--- src/rtl/flop_add_pipe_if.sv ---
// Operand/result handshake bundle for flop_add_pipe.
// slave = adder side, master = operand source and result consumer.
interface flop_add_pipe_if #(
    parameter int W = 13
);
    logic         in_valid;
    logic         in_ready;
    logic [W-1:0] one;
    logic [W-1:0] other;
    logic         sub;
    logic         out_valid;
    logic         out_ready;
    logic [W-1:0] result;
    logic         ovf;
    logic         unf;

    modport master (
        output in_valid, one, other, sub, out_ready,
        input  in_ready, out_valid, result, ovf, unf
    );

    modport slave (
        input  in_valid, one, other, sub, out_ready,
        output in_ready, out_valid, result, ovf, unf
    );
endinterface

--- src/rtl/flop_add_pipe.sv ---
// 3-stage small-float add/sub: unpack+align, mantissa add, normalise+round+pack.
// FLOP_ROUND_NEAREST_EN selects round-to-nearest-even; default truncates.
module flop_add_pipe #(
    parameter int EXP_W = 5,
    parameter int MAN_W = 7
) (
    input  logic           clk,
    input  logic           rst_n,
    flop_add_pipe_if.slave bus
);
    localparam int W  = 1 + EXP_W + MAN_W;
    localparam int MW = MAN_W + 1;
    localparam int AW = MW + 3;
    localparam int SW = AW + 1;
    localparam int EW = EXP_W + 2;
    localparam int SH = MW + 2;
    localparam logic [EXP_W-1:0] EMAX = '1;
`ifdef FLOP_ROUND_NEAREST_EN
    localparam bit RNE = 1'b1;
`else
    localparam bit RNE = 1'b0;
`endif

    typedef struct packed {
        logic             sgn;
        logic [EXP_W-1:0] exp;
        logic [MW-1:0]    man;
        logic [AW-1:0]    aln;
        logic             eff_sub;
    } s1_t;

    typedef struct packed {
        logic             sgn;
        logic [EXP_W-1:0] exp;
        logic [SW-1:0]    sum;
    } s2_t;

    logic v1_q, v2_q, v3_q;
    logic v1_d, v2_d, v3_d;
    logic en1, en2, en3;
    logic ld1, ld2, ld3;
    s1_t  s1_d, s1_q;
    s2_t  s2_d, s2_q;
    logic [W-1:0] res_d, res_q;
    logic ovf_d, ovf_q, unf_d, unf_q;

    // a stage may load when the one after it is empty or draining
    assign en3 = !v3_q || bus.out_ready;
    assign en2 = !v2_q || en3;
    assign en1 = !v1_q || en2;
    assign ld1 = en1 && bus.in_valid;
    assign ld2 = en2 && v1_q;
    assign ld3 = en3 && v2_q;

    assign bus.in_ready  = en1;
    assign bus.out_valid = v3_q;
    assign bus.result    = res_q;
    assign bus.ovf       = ovf_q;
    assign bus.unf       = unf_q;

    always_comb begin
        v1_d = en1 ? bus.in_valid : v1_q;
        v2_d = en2 ? v1_q : v2_q;
        v3_d = en3 ? v2_q : v3_q;
    end

    logic             sa, sb, a_big;
    logic [EXP_W-1:0] ea, eb, dexp;
    logic [MW-1:0]    ma, mb, msm;
    logic [2*SH-1:0]  wide;

    always_comb begin
        sa    = bus.one[W-1];
        ea    = bus.one[W-2:MAN_W];
        ma    = (ea == '0) ? '0 : {1'b1, bus.one[MAN_W-1:0]};
        sb    = bus.other[W-1] ^ bus.sub;
        eb    = bus.other[W-2:MAN_W];
        mb    = (eb == '0) ? '0 : {1'b1, bus.other[MAN_W-1:0]};
        a_big = {ea, ma} >= {eb, mb};
        s1_d.sgn     = a_big ? sa : sb;
        s1_d.exp     = a_big ? ea : eb;
        s1_d.man     = a_big ? ma : mb;
        s1_d.eff_sub = sa ^ sb;
        msm  = a_big ? mb : ma;
        dexp = a_big ? ea - eb : eb - ea;
        wide = '0;
        if (32'(dexp) >= SH) begin
            s1_d.aln = {{(AW-1){1'b0}}, |msm};
        end else begin
            wide     = {msm, 2'b00, {SH{1'b0}}} >> dexp;
            s1_d.aln = {wide[2*SH-1:SH], |wide[SH-1:0]};
        end
    end

    logic [SW-1:0] bx, sx;

    always_comb begin
        bx       = {1'b0, s1_q.man, 3'b000};
        sx       = {1'b0, s1_q.aln};
        s2_d.sgn = s1_q.sgn;
        s2_d.exp = s1_q.exp;
        s2_d.sum = s1_q.eff_sub ? bx - sx : bx + sx;
    end

    logic [AW-1:0]          nv;
    logic signed [EW-1:0]   ne, fe;
    logic [MAN_W-1:0]       frac;
    logic                   inc, rc;
    int                     lz;

    always_comb begin
        lz = 0;
        for (int i = 0; i < AW; i++) begin
            if (s2_q.sum[i]) lz = AW - 1 - i;
        end
        if (s2_q.sum[SW-1]) begin
            nv = {s2_q.sum[SW-1:2], |s2_q.sum[1:0]};
            ne = {2'b00, s2_q.exp} + EW'(1);
        end else begin
            nv = s2_q.sum[AW-1:0] << lz;
            ne = {2'b00, s2_q.exp} - EW'(lz);
        end
        // nv = hidden | mantissa | guard | round | sticky
        inc  = RNE & nv[2] & (nv[1] | nv[0] | nv[3]);
        rc   = inc & (&nv[AW-2:3]);
        frac = nv[AW-2:3] + MAN_W'(inc);
        fe   = ne + EW'(rc);
        ovf_d = 1'b0;
        unf_d = 1'b0;
        if (!nv[AW-1]) begin
            res_d = '0;
        end else if (fe > $signed({2'b00, EMAX})) begin
            res_d = {s2_q.sgn, {(W-1){1'b1}}};
            ovf_d = 1'b1;
        end else if (fe[EW-1] || fe == '0) begin
            res_d = {s2_q.sgn, {(W-1){1'b0}}};
            unf_d = 1'b1;
        end else begin
            res_d = {s2_q.sgn, fe[EXP_W-1:0], frac};
        end
    end

    always_ff @(posedge clk or negedge rst_n) begin
        if (!rst_n) begin
            v1_q  <= 1'b0;
            v2_q  <= 1'b0;
            v3_q  <= 1'b0;
            s1_q  <= '0;
            s2_q  <= '0;
            res_q <= '0;
            ovf_q <= 1'b0;
            unf_q <= 1'b0;
        end else begin
            v1_q <= v1_d;
            v2_q <= v2_d;
            v3_q <= v3_d;
            if (ld1) s1_q <= s1_d;
            if (ld2) s2_q <= s2_d;
            if (ld3) begin
                res_q <= res_d;
                ovf_q <= ovf_d;
                unf_q <= unf_d;
            end
        end
    end
endmodule

--- src/flat_wrapper.sv ---
// flat-port wrapper written by rule: the top's interface ports become plain ports
module flop_add_pipe_flat 
#(
    parameter int EXP_W = 5,
    parameter int MAN_W = 7
)
  (clk, rst_n, bus_in_valid, bus_one, bus_other, bus_sub, bus_out_ready, bus_in_ready, bus_out_valid, bus_result, bus_ovf, bus_unf);
  flop_add_pipe_if #(.W((1 + EXP_W + MAN_W))) bus_i ();
  input  logic clk;
  input  logic rst_n;
  input wire logic [$bits(bus_i.in_valid)-1:0] bus_in_valid;
  input wire logic [$bits(bus_i.one)-1:0] bus_one;
  input wire logic [$bits(bus_i.other)-1:0] bus_other;
  input wire logic [$bits(bus_i.sub)-1:0] bus_sub;
  input wire logic [$bits(bus_i.out_ready)-1:0] bus_out_ready;
  output wire logic [$bits(bus_i.in_ready)-1:0] bus_in_ready;
  output wire logic [$bits(bus_i.out_valid)-1:0] bus_out_valid;
  output wire logic [$bits(bus_i.result)-1:0] bus_result;
  output wire logic [$bits(bus_i.ovf)-1:0] bus_ovf;
  output wire logic [$bits(bus_i.unf)-1:0] bus_unf;
  assign bus_i.in_valid = bus_in_valid;
  assign bus_i.one = bus_one;
  assign bus_i.other = bus_other;
  assign bus_i.sub = bus_sub;
  assign bus_i.out_ready = bus_out_ready;
  assign bus_in_ready = bus_i.in_ready;
  assign bus_out_valid = bus_i.out_valid;
  assign bus_result = bus_i.result;
  assign bus_ovf = bus_i.ovf;
  assign bus_unf = bus_i.unf;
  flop_add_pipe #(.EXP_W(EXP_W), .MAN_W(MAN_W)) u_core (.clk(clk), .rst_n(rst_n), .bus(bus_i));
endmodule
--- config.mk ---
export PLATFORM = sky130hd
export DESIGN_NAME = flop_add_pipe_flat
export DESIGN_NICKNAME = d
export VERILOG_FILES = /design/src/rtl/flop_add_pipe_if.sv /design/src/rtl/flop_add_pipe.sv /design/src/flat_wrapper.sv
export SDC_FILE = /design/constraint.sdc
export NUM_CORES = 1
export LEC_CHECK = 0
export CAP_MARGIN = 15
export CORE_UTILIZATION = 35
export DETAILED_ROUTE_END_ITERATION = 8
export GPL_TIMING_DRIVEN = 0
export PLACE_DENSITY = 0.54
export REMOVE_ABC_BUFFERS = 1
export SYNTH_ARGS = -nofsm -noshare
export SYNTH_HDL_FRONTEND = slang
export SYNTH_SLANG_ARGS = --single-unit
--- constraint.sdc ---
create_clock -name clk -period 3.73 [get_ports clk]
set_input_delay 0.5595 -clock clk [delete_from_list [all_inputs] [get_ports clk]]
set_output_delay 0.5595 -clock clk [all_outputs]
set_load 0.02 [all_outputs]
==> summary.md <==
| Metric | Value |
|---|---|
| Drt pass-1 iters | `5` |
| Overflow after GRT | `0` |
| First-pass GRT wire length | `23.58 mm` |
| Worst Setup End Kind | `flip-flop` |
| RePlAce Congestion | `0.8826` |
| FP Rows | `45` |
| Lkg Pwr | `~3 nW` |
| Layout cells sized above 1 | `around 23%` |
| Max-slew headroom | `between 30% and 40%` |
| Fmax | `around 270 MHz` |
| Max Cap Viol | `0` |
| Nets@finish | `a little under 800` |
| Area grow syn2layout | `29.72%` |
| DP Wirelength | `10.24 mm` |
| Clk sinks | `between 60 and 70` |
| CP arrival | `approximately 3.9 ns` |
| PortBufs | `47` |
| Cell count after synthesis | `around 650` |
| Type of origin of the critical path | `primary input` |
| Die W | `about 130 µm` |
| Initial antenna violation count | `0` |
| DR WL/cell | `approximately 16 µm` |
| Netlist Area Pre-Place | `0.005510 mm²` |
| Top FF cell, synth | `dfrtp_1` |
| Synth unique cells | `78` |
| #FFs+latches synth | `62` |
| Post-Syn Area per Cell | `approximately 8.5 µm²` |
| Total global-route track usage | `18.30%` |
| Layout filler cell count | `1457` |
| Final setup viols | `0` |
| Die height | `roughly 130 µm` |
| Reg clk slew, reported paths | `0.06 ns` |
| Commonest non-fill, non-tap cell in the layout | `nand2_1` |
| Crit-path leading delay family | `compound AO/OA/AOI/OAI gates` |
| Worst Hold Slack | `around 0.28 ns` |
| Run status | `completed` |
| TritonCTS buffer count | `9` |
| Slowest stage delay, CP | `between 0.5 and 0.6 ns` |
| Worst VDD drop | `~0.34 mV` |
| Skew-Pair Late Insertion Delay | `between 0.3 and 0.4 ns` |
| Setup Crit Path Kind | `primary input to flip-flop` |
| Critical path peak fanout | `6` |
| DRC errors left | `0` |
| Post-Route Setup TNS | `0 ns` |
| Worst EP required | `~4.0 ns` |
| Vias | `around 5000` |
| CORE AREA | `0.01526 mm²` |
| Hold WC Path Type | `primary input to async pin` |
| Register Area | `approximately 0.0016 mm²` |
| Final period util | `98.15%` |
| Placed insts | `872` |
| Pins Over Slew Limit | `0` |
| CTS root buffer | `clkbuf_16` |
| Clock skew | `around 0.0093 ns` |
| Vias in the first global route | `4799` |
| Die area | `about 0.016 mm²` |
| Final min period | `roughly 3.7 ns` |
| Number of synthesized flops with an enable pin | `0` |
| Fin cells | `between 900 and 1000` |
| Combined area of the multi-input logic cells | `~0.0040 mm²` |
| Starting Density | `a little over a third` |
| Largest net degree at the start of global routing | `between 60 and 70` |
| Slowest stage cell, crit path | `or4_4` |
| Depth of the CTS H-tree | `3` |
| Routed Antenna Nets | `0` |
| CTS tree | `yes` |
| DRT iter0 DRCs | `344` |
| Max clock buf depth | `2` |
| Hold Violations, Final | `0` |
| # hold bufs at CTS | `0` |
| Total wire length | `approximately 15 mm` |
| Most frequent cells in the layout | `nand2_1 (63), dfrtp_1 (62), a21oi_1 (51)` |
| Vias/cell | `about 5.4` |
| Register area share after synthesis | `between 20 and 30%` |
| Cells along the critical path | `buf_8 -> or4_4 -> nor2_4 -> clkinv_4 -> and2_4 -> ha_4 -> a211oi_4 -> o21ai_4 -> a22o_4 -> buf_4 -> o21ai_0 -> nand3_1 -> a21oi_2 -> o211a_1 -> nand4_1 -> a221o_1` |
| WP buf/inv | `3` |
| Worst Tran Pin Value | `0.9251 ns` |
| PwrDens | `620.6 mW/mm²` |
| Async SR Flop Fraction | `100.0%` |
| I/O pin total | `between 40 and 50` |
| Ys Warns | `0` |
| Ant. Diodes | `0` |
| Unrepaired setup endpoints after global routing | `yes` |
==> sequential cells by signal, summed over array words and instances (netlist names) <==
register and count:
u_core.bus.out_valid 1, u_core.bus.ovf 1, u_core.bus.result 13, u_core.bus.unf 1
u_core.bx 8, u_core.s1_q 18, u_core.s2_q 18, u_core.v1_q 1
u_core.v2_q 1
==> final cells by class <==
type / count / share of cell area, %
Multi-Input combinational cell: 505 / 56.19
Timing Repair Buffer: 86 / 10.90
Clock inverter: 7 / 1.470
Clock buffer: 9 / 3.151
Sequential cell: 62 / 21.70
Timing Repair inverter: 1 / 0.05251
Tap cell: 211 / 3.693
Inverter: 50 / 2.836
==> synthesized netlist by cell type (3+ instances only) <==
cell,count,area (µm²)
a22o_1,3,26.28
a31oi_1,4,25.02
a221oi_1,4,35.03
inv_1,47,176.4
o21a_1,4,30.03
nor3_1,9,45.04
mux2i_1,19,190.2
o211ai_1,10,75.07
o31ai_1,7,52.55
a21oi_1,55,275.3
buf_2,7,35.03
a221o_1,5,50.05
o21bai_1,7,52.55
buf_4,4,30.03
nand2b_1,8,50.05
fa_1,4,80.08
and3_1,3,18.77
nand3_1,11,55.05
nand4_1,6,37.54
xnor2_1,12,105.1
ha_1,40,500.5
nor2b_1,8,50.05
mux2_2,13,146.4
o21ai_0,44,220.2
dfrtp_1,62,1551
clkbuf_1,21,78.83
a211oi_1,7,52.55
and2_1,4,25.02
mux4_2,8,180.2
nor4_1,3,18.77
buf_6,3,33.78
a32o_1,4,40.04
a21o_1,13,97.59
nand2_1,74,277.8
nor2_1,46,172.7
o21ai_1,6,30.03
or3_1,6,37.54
==> report_power, final <==
part	internal [mW]	switching [mW]
Combinational	1.12	1.24
Sequential	0.885	0.266
Clock	0.594	0.334
Total	2.59	1.84
==> routing by layer <==
layer | track usage, % | vias to the layer above | share of wire, %
met4 | 8.333 | 0 | 3.0
met2 | 31.57 | 141 | 48
met5 | 0 | - | 0
li1 | - | 2483 | -
met1 | 22.60 | 2360 | 45
met3 | 2.596 | 38 | 3.9
==> metrics by stage <==
step / util, % / setup WS (ns) / instance area (µm²) / power, mW
3_3_place_gp: 39.76 / -1.195 / 6067 / 3.202
3_5_place_dp: 39.75 / -1.208 / 6065 / 3.227
4_1_cts: 44.98 / 0.01588 / 6863 / 4.298
2_1_floorplan: - / -0.05761 / 5333 / 2.618
5_1_grt: 46.85 / -0.003588 / 7148 / 4.760
6_report: 46.85 / 0.06908 / 7148 / 4.436
==> timing repair <==
| item | CTS | global route |
|---|---|---|
| hold endpoints to repair | 0 | 0 |
| setup buffers | 23 | 15 |
| gates resized for setup | 81 | 35 |
| setup endpoints to repair | 25 | 18 |
| pin swaps | 32 | 29 |
| cloned | 4 | 0 |
==> cell families after synthesis <==
| kind of cell | after synthesis | synth area share (%) |
|---|---|---|
| AOI/OAI and AO/OA | 202 | 24.43 |
| and+or+nand+nor | 201 | 18.26 |
| buffers and inverters | 85 | 6.721 |
| DFF | 62 | 28.16 |
| adders and majority gates | 44 | 10.54 |
| muxes | 40 | 9.378 |
| xor gates and xnor gates | 15 | 2.521 |
==> path summary, 6_finish.rpt <==
check | startpoint | slack, ns | to | depth (start not counted)
min in group clk | u_core.bus.result[10]$_DFFE_PN0P_ | 0.47 | u_core.bus.result[10]$_DFFE_PN0P_ | 2
worst max register to register | u_core.s2_q[2]$_DFFE_PN0P_ | 0.26 | u_core.bus.result[3]$_DFFE_PN0P_ | 18
worst min-delay path | rst_n | 0.28 | u_core.bus.ovf$_DFFE_PN0P_ | 1
worst min register to register | u_core.bus.result[10]$_DFFE_PN0P_ | 0.47 | u_core.bus.result[10]$_DFFE_PN0P_ | 2
max in group asynchronous | rst_n | 2.92 | u_core.s1_q[6]$_DFFE_PN0P_ | 1
worst max-delay path | bus_one[8] | 0.07 | u_core.s1_q[1]$_DFFE_PN0P_ | 16
(Power assumes the default switching activity.)
